$ cat src/rtl/switch_bounce_gen.sv
// Switch emulator: clean level in, LFSR-timed bouncing sw out.
// Define SWITCH_BOUNCE_GEN_FIXED_EN for a fixed glitch width of 2^(GW-1).
module switch_bounce_gen #(
  parameter int          BOUNCE_CYC = 1000,
  parameter int          GW         = 4,
  parameter logic [15:0] SEED       = 16'hACE1
) (
  input  logic clk,
  input  logic reset,
  input  logic level_in,
  output logic sw,
  output logic busy,
  output logic done_tick,
  output logic settled
);

  localparam logic [15:0] SEED_EFF =
    (SEED == 16'h0) ? 16'hACE1 : SEED;
  localparam int CW = 20;
  localparam logic [CW-1:0] WIN_LOAD =
    CW'(BOUNCE_CYC - 1);

  typedef enum logic {
    IDLE,
    BOUNCE
  } state_t;

  state_t        state;
  logic [15:0]   lfsr;
  logic          fb;
  logic [CW-1:0] win_cnt;
  logic [GW-1:0] gl_cnt;
  logic [GW-1:0] w_m1;
  logic          target;

  assign fb = lfsr[15] ^ lfsr[13]
            ^ lfsr[12] ^ lfsr[10];

`ifdef SWITCH_BOUNCE_GEN_FIXED_EN
  assign w_m1 = GW'((2 ** (GW - 1)) - 1);
`else
  assign w_m1 = lfsr[GW-1:0];
`endif

  always_ff @(posedge clk or negedge reset) begin
    if (!reset) begin
      state     <= IDLE;
      lfsr      <= SEED_EFF;
      win_cnt   <= '0;
      gl_cnt    <= '0;
      target    <= 1'b0;
      sw        <= 1'b0;
      busy      <= 1'b0;
      done_tick <= 1'b0;
      settled   <= 1'b0;
    end else begin
      lfsr      <= {lfsr[14:0], fb};
      done_tick <= 1'b0;
      unique case (state)
        IDLE: begin
          sw <= settled;
          if (level_in != settled) begin
            target  <= level_in;
            sw      <= level_in;
            win_cnt <= WIN_LOAD;
            gl_cnt  <= w_m1;
            busy    <= 1'b1;
            state   <= BOUNCE;
          end
        end
        BOUNCE: begin
          if (win_cnt == '0) begin
            sw        <= target;
            settled   <= target;
            busy      <= 1'b0;
            done_tick <= 1'b1;
            state     <= IDLE;
          end else begin
            win_cnt <= win_cnt - 1'b1;
            if (gl_cnt == '0) begin
              sw     <= ~sw;
              gl_cnt <= w_m1;
            end else begin
              gl_cnt <= gl_cnt - 1'b1;
            end
          end
        end
        default: state <= IDLE;
      endcase
    end
  end

endmodule

$ cat config.mk
export PLATFORM = sky130hd
export DESIGN_NAME = switch_bounce_gen
export DESIGN_NICKNAME = d
export VERILOG_FILES = /design/src/rtl/switch_bounce_gen.sv
export SDC_FILE = /design/constraint.sdc
export NUM_CORES = 1
export LEC_CHECK = 0
export BUFFER_PORTS_ARGS = -buffer_cell sky130_fd_sc_hd__buf_2
export CORE_ASPECT_RATIO = 1.2
export CORE_UTILIZATION = 54
export DETAILED_ROUTE_END_ITERATION = 7
export MAX_ROUTING_LAYER = met4
export PLACE_DENSITY = 0.76
export SYNTH_ARGS = -nofsm -noshare
export SYNTH_HDL_FRONTEND = slang
export SYNTH_SLANG_ARGS = --single-unit
$ cat constraint.sdc
create_clock -name clk -period 2.21 [get_ports clk]
set_input_delay 0.221 -clock clk [delete_from_list [all_inputs] [get_ports clk]]
set_output_delay 0.221 -clock clk [all_outputs]
set_load 0.01 [all_outputs]
==> results.ini <==
[cts]
clk_pin_slew_worst_paths_ns = 0.08
clock_sinks = 46
clk_latency_ns = 0.30
cts_tree = done
numCtsBuffers = 5
cts-root-buf = clkbuf_8
cts_max_level = 2
cts_max_path_buffers = 2

[grt]
antenna_found_initial = 0
grt_pass1_wl_mm = 7.65
grt_start_max_net_pins = 25
grt_pass1_vias = 1593
globalRouteOverflowTotal = 0
track_usage = 0.249

[timing]
drv_slew = 0
hold_slack_ns = 0.236
min_period_ns = 2.10
setup_violations = 0
fin_tns_setup_ns = 0
relSlewSlack = 0.572
fin_crit_sh = 0.949
clock.fmax_mhz = 477
tightest_slew_ns = 0.640
fin_worst_skew_ns = 0.00336
rsz0062_at_grt = no
hold_viol = 0

[floorplan]
die_w_um = 60.6
ios = 7
fp.coreArea_mm2 = 0.00394
dieArea_mm2 = 0.00438
initial_core_util = 0.564
placementRows = 25
die_h_um = 72.3

[power_and_ir_drop]
p_leak_nw = 1.06
cellPowerDensity_mw_per_mm2 = 928
power_mw = 2.28
ir_drop_uv = 602

[status]
status = finished clean

[synthesis]
syn_area_mm2 = 0.00222
ys_seq_area_frac = 0.522
yosysMostFrequentCell = dfrtp_1
syn_avg_cell_area_um2 = 11.1
synth_top_area_cell = dfrtp_1
async_reset_ff_frac = 1.00
synthCells = 201
synth_nets = 207
synthFlopType = dfrtp_1
synth-edff-count = 0
yosysUniqueCellTypes = 57
synth_area_leaders = dfrtp_1 (43%), dfstp_2 (9.5%), mux2i_1 (3.6%)
yosys-top-cells-count = dfrtp_1 (38), nor2_1 (21), nand2_1 (17)
synthDominantCellAreaShare = 0.428
yosysWarnings = 0
ys_ff_latch = 46

[setup_path]
worst-setup-path-type = flop to flop
cp_max_fo = 6
reg2regPathDepth = 5
r2r_start = win_cnt[10]$_DFFE_PN0P_
cp.arrival_ns = 2.27
endpoint_kind = flop
cp.required_ns = 2.38
start_kind = flop
r2r_setup_slack_ns = 0.11
r2r-end = win_cnt[19]$_DFFE_PN0P_

[drt]
drtAntennaViolNets = 0
vias = 1635
totalWireLength_mm = 4.55
drt_iter0_markers = 80
drc = 0
firstDrtPassIters = 4
vias_per_cell = 5.97
routedWlPerCell_um = 16.6

[min_path]
whs_endpoint = target$_DFFE_PN0P_
min_path_type = input pin to flop
min_from = level_in
hold_path_depth = 3

[placed_design]
gp_congestion = 0.861
port_buffers = 6
place_inst = 262
dp_hpwl_mm = 3.14

[flow_run]
maxCapViolations = 0

[layout]
drive_gt1_frac = 0.232
layout.nets = 225
diodes = 0
nFillCells = 335
fin_cells = 274
syn2layout_area_growth_pct = 10.7

## cell usage in the layout (no fill, tap or decap), types with 2 or more instances in the layout
cell,n
dfrtp_1,38
nor2_1,21
nand2_1,17
buf_4,9
inv_1,8
mux2i_1,8
o21ai_0,8
dfstp_2,8
a21oi_1,7
buf_2,6
nor3_1,5
clkbuf_8,5
nand3_1,4
xnor2_1,4
xor2_1,4
nor4_1,4
nor2b_1,3
o31ai_1,3
a211oi_1,3
ha_1,3
nor4_4,2
nor4_2,2
and3_1,2
mux2_2,2
o311ai_1,2
o41ai_1,2
o22ai_1,2
a31oi_1,2
o211ai_1,2
nand4_1,2
## worst max-delay path, stage by stage (launching register included)
cell,delay (ns)
dfrtp_1,0.46
nor4_4,0.41
nand3b_1,0.23
or3_4,0.39
o311ai_1,0.33
o41ai_1,0.14
## repair_timing
item,CTS,global route
buffers inserted,0,3
gates resized for setup,0,1
hold endpoints to repair,16,0
hold buffers,1,0
setup endpoints to repair,0,3
## area by class of cell
cell class	instances	area, um^2	share of cell area
inverters	9	33.8	0.0137
multi-input cells	141	1000	0.408
flip-flops and latches	46	1160	0.472
repair buffers	16	108	0.0437
well taps	54	67.6	0.0275
clock buffers	6	72.6	0.0295
clock inverters	2	13.8	0.00559
## logic make-up after synthesis
kind of cell | synth area share
AOI/OAI and AO/OA | 0.134
muxes | 0.0529
and+or+nand+nor | 0.216
adders and majority gates | 0.0169
xor gates and xnor gates | 0.0315
buffers and inverters | 0.0270
DFF | 0.522
## power by group
part,switching (mW),internal [mW],total (mW)
registers,0.184,0.969,1.15
logic,0.345,0.280,0.626
clock network,0.283,0.223,0.506
## layer usage
layer  vias to the layer above  GRT usage  wire length, um
li1                        769          -                -
met2                        30      0.375             2300
met4                         0      0.101               82
met1                       827      0.326             2050
met5                         -          -                0
met3                         9     0.0553              119
## per-stage QoR
stage	worst slack (ns)	util	instance area, um^2
floorplan	0.289	-	2220
global placement	0.168	0.594	2340
detailed placement	0.105	0.594	2340
CTS	0.0767	0.618	2440
global route	0.00232	0.624	2460
finish	0.112	0.624	2460
## worst max path at each step
| stage | start | end | cells after the start |
|---|---|---|---|
| finish | win_cnt[10]$_DFFE_PN0P_ | win_cnt[19]$_DFFE_PN0P_ | 5 |
| global placement | win_cnt[9]$_DFFE_PN0P_ | win_cnt[1]$_DFFE_PN0P_ | 5 |
| detailed placement | win_cnt[0]$_DFFE_PN0P_ | win_cnt[0]$_DFFE_PN0P_ | 8 |
| CTS | win_cnt[0]$_DFFE_PN0P_ | win_cnt[0]$_DFFE_PN0P_ | 8 |
| floorplan | win_cnt[0]$_DFFE_PN0P_ | win_cnt[0]$_DFFE_PN0P_ | 9 |
| global route | win_cnt[10]$_DFFE_PN0P_ | win_cnt[19]$_DFFE_PN0P_ | 5 |
## sequential cells by signal (all words and copies together), names as in the netlist
name	count
win_cnt	20
lfsr	16
gl_cnt	4
busy	1
done_tick	1
settled	1
state	1
sw	1
target	1
Power figures use the tool's default switching activity.
